[src/rtl/merge_block_to_stream_if.sv]
// merge_block_to_stream_if: byte-stream input and merged-stream output bundle
interface merge_block_to_stream_if;
    logic        i_en;
    logic        i_eos;
    logic        i_eob;
    logic [7:0]  i_byte;
    logic        o_en;
    logic        o_sos;
    logic        o_eos;
    logic [7:0]  o_byte;
    logic [31:0] o_len;
    logic [15:0] o_nblk;
    logic        o_err;
    logic [1:0]  o_err_code;
    modport master (
        output i_en, i_eos, i_eob, i_byte,
        input  o_en, o_sos, o_eos, o_byte, o_len, o_nblk, o_err, o_err_code
    );
    modport slave (
        input  i_en, i_eos, i_eob, i_byte,
        output o_en, o_sos, o_eos, o_byte, o_len, o_nblk, o_err, o_err_code
    );
endinterface

[src/rtl/merge_block_to_stream.sv]
// merge_block_to_stream: merges blocks into streams, tracking length, block count and protocol errors
module merge_block_to_stream #(
    parameter int MAX_BLK = 16384
) (
    input logic clk,
    input logic rstn,
    merge_block_to_stream_if.slave bus
);
    typedef enum logic {IDLE, STRM} state_t;
    state_t      state_q, state_d;
    logic [14:0] bcnt_q, bcnt_d;
    logic [15:0] nblk_q, nblk_d;
    logic [31:0] len_q, len_d;
    logic        en_q, en_d, sos_q, sos_d, eos_q, eos_d, err_q, err_d;
    logic [7:0]  byte_q, byte_d;
    logic [31:0] olen_q, olen_d;
    logic [15:0] onblk_q, onblk_d;
    logic [1:0]  code_q, code_d;
    logic        full, close;
    logic [15:0] nblk_inc;
    logic [31:0] len_inc;
    // next-state for FSM/counters and the registered output image of the current byte
    always_comb begin
        full     = bcnt_q == 15'(MAX_BLK - 1);
        close    = bus.i_eob | bus.i_eos | full;
        nblk_inc = (close && nblk_q != '1) ? nblk_q + 16'd1 : nblk_q;
        len_inc  = (len_q != '1) ? len_q + 32'd1 : len_q;
        state_d  = bus.i_en ? (bus.i_eos ? IDLE : STRM) : state_q;
        bcnt_d   = bus.i_en ? (close ? '0 : bcnt_q + 15'd1) : bcnt_q;
        nblk_d   = bus.i_en ? (bus.i_eos ? '0 : nblk_inc) : nblk_q;
        len_d    = bus.i_en ? (bus.i_eos ? '0 : len_inc) : len_q;
        en_d     = bus.i_en;
        sos_d    = bus.i_en & (state_q == IDLE);
        eos_d    = bus.i_en & bus.i_eos;
        byte_d   = bus.i_en ? bus.i_byte : '0;
        olen_d   = bus.i_en ? len_inc : '0;
        onblk_d  = bus.i_en ? nblk_inc : '0;
        code_d   = !bus.i_en ? ((bus.i_eos | bus.i_eob) ? 2'd3 : 2'd0)
                 : (bus.i_eos & !bus.i_eob) ? 2'd2
                 : (full & !bus.i_eob & !bus.i_eos) ? 2'd1 : 2'd0;
        err_d    = code_d != 2'd0;
    end
    // state, counters and one-cycle output register
    always_ff @(posedge clk or negedge rstn) begin
        if (!rstn) begin
            state_q <= IDLE;
            bcnt_q  <= '0;
            nblk_q  <= '0;
            len_q   <= '0;
            en_q    <= 1'b0;
            sos_q   <= 1'b0;
            eos_q   <= 1'b0;
            byte_q  <= '0;
            olen_q  <= '0;
            onblk_q <= '0;
            err_q   <= 1'b0;
            code_q  <= '0;
        end else begin
            state_q <= state_d;
            bcnt_q  <= bcnt_d;
            nblk_q  <= nblk_d;
            len_q   <= len_d;
            en_q    <= en_d;
            sos_q   <= sos_d;
            eos_q   <= eos_d;
            byte_q  <= byte_d;
            olen_q  <= olen_d;
            onblk_q <= onblk_d;
            err_q   <= err_d;
            code_q  <= code_d;
        end
    end
    assign bus.o_en       = en_q;
    assign bus.o_sos      = sos_q;
    assign bus.o_eos      = eos_q;
    assign bus.o_byte     = byte_q;
    assign bus.o_len      = olen_q;
    assign bus.o_nblk     = onblk_q;
    assign bus.o_err      = err_q;
    assign bus.o_err_code = code_q;
endmodule

[src/flat_wrapper.sv]
// flat-port wrapper written by rule: the top's interface ports become plain ports
module merge_block_to_stream_flat 
#(
    parameter int MAX_BLK = 16384
)
  (clk, rstn, bus_i_en, bus_i_eos, bus_i_eob, bus_i_byte, bus_o_en, bus_o_sos, bus_o_eos, bus_o_byte, bus_o_len, bus_o_nblk, bus_o_err, bus_o_err_code);
  merge_block_to_stream_if bus_i ();
  input logic clk;
  input logic rstn;
  input wire logic [$bits(bus_i.i_en)-1:0] bus_i_en;
  input wire logic [$bits(bus_i.i_eos)-1:0] bus_i_eos;
  input wire logic [$bits(bus_i.i_eob)-1:0] bus_i_eob;
  input wire logic [$bits(bus_i.i_byte)-1:0] bus_i_byte;
  output wire logic [$bits(bus_i.o_en)-1:0] bus_o_en;
  output wire logic [$bits(bus_i.o_sos)-1:0] bus_o_sos;
  output wire logic [$bits(bus_i.o_eos)-1:0] bus_o_eos;
  output wire logic [$bits(bus_i.o_byte)-1:0] bus_o_byte;
  output wire logic [$bits(bus_i.o_len)-1:0] bus_o_len;
  output wire logic [$bits(bus_i.o_nblk)-1:0] bus_o_nblk;
  output wire logic [$bits(bus_i.o_err)-1:0] bus_o_err;
  output wire logic [$bits(bus_i.o_err_code)-1:0] bus_o_err_code;
  assign bus_i.i_en = bus_i_en;
  assign bus_i.i_eos = bus_i_eos;
  assign bus_i.i_eob = bus_i_eob;
  assign bus_i.i_byte = bus_i_byte;
  assign bus_o_en = bus_i.o_en;
  assign bus_o_sos = bus_i.o_sos;
  assign bus_o_eos = bus_i.o_eos;
  assign bus_o_byte = bus_i.o_byte;
  assign bus_o_len = bus_i.o_len;
  assign bus_o_nblk = bus_i.o_nblk;
  assign bus_o_err = bus_i.o_err;
  assign bus_o_err_code = bus_i.o_err_code;
  merge_block_to_stream #(.MAX_BLK(MAX_BLK)) u_core (.clk(clk), .rstn(rstn), .bus(bus_i));
endmodule
[config.mk]
export PLATFORM = sky130hd
export DESIGN_NAME = merge_block_to_stream_flat
export DESIGN_NICKNAME = d
export VERILOG_FILES = /design/src/rtl/merge_block_to_stream_if.sv /design/src/rtl/merge_block_to_stream.sv /design/src/flat_wrapper.sv
export SDC_FILE = /design/constraint.sdc
export NUM_CORES = 1
export LEC_CHECK = 0
export ABC_AREA = 1
export CAP_MARGIN = 20
export CORE_UTILIZATION = 30
export DETAILED_ROUTE_END_ITERATION = 10
export PLACE_DENSITY_LB_ADDON = 0.2
export SYNTH_ARGS = -nofsm -noshare
export SYNTH_HDL_FRONTEND = slang
export SYNTH_SLANG_ARGS = --single-unit
[constraint.sdc]
create_clock -name clk -period 2.3 [get_ports clk]
set_clock_uncertainty 0.05 [all_clocks]
set_input_delay 0.575 -clock clk [delete_from_list [all_inputs] [get_ports clk]]
set_output_delay 0.575 -clock clk [all_outputs]
set_load 0.01 [all_outputs]
==> run_results.csv <==
group,metric,value,unit
route,ant_nets,0,
synth,syn_nets,849,
critical_path,crit_buf_inv,1,
clock_tree,clk_latency,420,ps
clock_tree,cts_root_buf,"clkbuf_16",
grt,grt_start_max_net_pins,49,
floorplanning,ioPinCount,75,
timing,post-route-min-period,1940,ps
grt,grt_pass1_wl,27400,µm
clock_tree,post_cts_buffers,0,
layout,drive_gt1_share,8.33,%
synth,synth_top_area_share,49.7,%
synth,yosys.area_share.xor_xnor,3.73,%
place,dpl_worst_slack,60.4,ps
timing,setup_viol,0,
synth,synth_cells,833,
floorplanning,dieArea,21700,µm²
grt,grt_antenna_before_repair,0,
synth,synth-edff-count,0,
floorplanning,die_y,147,µm
run_status,status,"finished, final reports clean",
synth,synth-simple-area-share,35.8,%
job,maxCapViolations,0,
critical_path,path_cells,"clkdlybuf4s50_1",
layout,finalNetCount,940,
synth,ys_warn_count,0,
route,drtIter0Drc,284,
clock_tree,cts_sinks,126,
critical_path,cp.required,1670,ps
layout,final_common_cell,"nand2_1",
synth,ys.flop_type,"dfrtp_1",
critical_path,startpoint_type,"flop",
critical_path,max_stage_delay,550,ps
timing,setup_ws,359,ps
layout,antenna_cells,0,
route,routed_wl,16300,µm
grt,grt_pass1_vias,5431,
clock_tree,cts_tree,"done",
timing,finalCritPeriodShare,84.4,%
critical_path,crit_family,"buffers and inverters",
timing,tns,0,ps
synth,yosysSeqAreaShare,49.7,%
critical_path,critPathCaptureType,"output port",
timing,tightest_slew,459,ps
critical_path,arrival,1320,ps
synth,ys_types,35,
synth,synthAdderAreaFrac,0.592,%
floorplanning,initial_core_util,30.9,%
clock_tree,cts_max_path_buffers,2,
clock_tree,clkTransAtPathRegs,50,ps
clock_tree,htree_num_levels,4,
timing,rsz0062_at_grt,"false",
clock_tree,hold_buffers,0,
layout,final_util,39.9,%
synth,synth-seq-cells,126,
min_path,hold_path.class,"in2async",
route,wl_per_cell,13.5,µm
pwr,power.density,696,nW/µm²
layout,n_fill_cell,2136,
critical_path,cp_max_fo,1,
grt,track_usage,16.2,%
critical_path,cp_slowest_cell,"clkdlybuf4s50_1",
pwr,ir_worst_vdd,0.516,mV
floorplanning,core,20500,µm²
floorplanning,rows,52,
critical_path,critPathKind,"reg2out",
clock_tree,numCtsBuffers,17,
place,port_buffers,74,
synth,synth.area.top_cells,"dfrtp_1 50%, nand2_1 19%, nor2_1 6.9%",
place,globalplace.congestion,0.877,
place,place_hpwl,11700,µm
layout,syn_to_final_growth,28.8,%
route,drc_errors,0,
timing,maxSlewHeadroom,69.4,%
timing,finalMaxSlewViolations,0,
pwr,leakage,0.00391,µW
route,vias_per_cell,4.50,
synth,netlist_area,6340,µm²
synth,synth-async-reset-ratio,100,%
route,vias,5429,
synth,synth-compound-area-share,4.42,%
synth,yosys.area.top_type,"dfrtp_1",
timing,hold_viol_final,0,
grt,grt.overflow.total,0,
route,drtPass1Iterations,4,
synth,synth_top_family_by_area,"simple AND/OR/NAND/NOR gates",
floorplanning,die_x,147,µm
layout,final_cell_mix,"329 x nand2_1, 126 x dfrtp_1, 116 x nor2_1",
timing,fmax,515,MHz
clock_tree,post_cts_resize_count,0,
synth,synth.avg_cell_area,7.61,µm²
synth,synthMuxAreaShare,0,%
sequential cells by signal (all words and copies together) (netlist names):
signal / cells
u_core.bus.o_len: 32
u_core.len_q: 32
u_core.bus.o_nblk: 16
u_core.nblk_q: 16
u_core.bcnt_q: 15
u_core.bus.o_byte: 8
u_core.bus.o_err_code: 2
u_core.bus.o_en: 1
u_core.bus.o_eos: 1
u_core.bus.o_err: 1
u_core.bus.o_sos: 1
u_core.state_q: 1
final timing paths:
| check | startpoint | to | slack (ps) | depth (start not counted) |
|---|---|---|---|---|
| max in group asynchronous | rstn | u_core.bus.o_len[4] | 1580 | 2 |
| min in group clk | u_core.state_q | u_core.bus.o_sos | 400 | 1 |
| max | u_core.bus.o_err | bus_o_err | 360 | 1 |
| max reg2reg | u_core.len_q[0] | u_core.len_q[0] | 370 | 10 |
| min reg2reg | u_core.state_q | u_core.bus.o_sos | 400 | 1 |
| min | rstn | u_core.bus.o_len[14] | 30 | 1 |
logic make-up (layout without fill, tap and decap cells):
logic type	Yosys count	count (layout)
AND/OR/NAND/NOR	546	546
flip-flops	126	126
buffers and inverters	87	190
AO/OA/AOI/OAI	44	44
XOR/XNOR	27	27
adder cells (fa/ha/maj)	3	3
metrics by stage:
step,cells,power (µW),hold WS (ps),instance area [µm²]
2_1_floorplan,833,2600,229,6340
6_report,1206,5690,34.2,8170
4_1_cts,1206,5770,42.5,8170
5_1_grt,1206,5920,69.1,8170
3_5_place_dp,1175,2850,405,7540
3_3_place_gp,1175,2850,402,7540
synthesized netlist by cell type, types with 2 or more instances:
master,count
nand2_1,329
dfrtp_1,126
nor2_1,117
nand3_1,63
inv_1,60
a21oi_1,17
xor2_1,17
clkbuf_1,16
nor3_1,12
a21oi_2,10
xnor2_1,10
o21ai_0,8
nand4_1,7
a21o_1,5
buf_6,4
buf_2,3
ha_1,3
nand3_2,3
nand3b_1,3
inv_2,2
nand2_2,2
nor2_2,2
o21bai_1,2
layout make-up:
type,count,area [µm²],area share [%]
sequential,126,3150,38.6
multi-input combinational,620,2830,34.7
timing repair buffer,96,982,12.0
clock buffer,25,495,6.07
tap,270,338,4.14
inverter,63,238,2.91
clock inverter,6,130,1.59
routing by layer:
layer	GRT usage, %	vias up	part of all wire, %
li1	-	2780	-
met1	22.9	2518	50
met2	23.8	115	42
met3	4.44	16	6.3
met4	5.10	0	1.2
met5	0	-	0
where the power goes:
part,internal (µW),total [µW],switching [µW],leakage [µW]
Sequential,2290,2350,58.9,0.00171
Combinational,186,447,261,0.00189
Clock,1920,2890,967,0.000307
Total,4400,5690,1290,0.00391
Note: power is estimated with default switching activity, not from simulation.
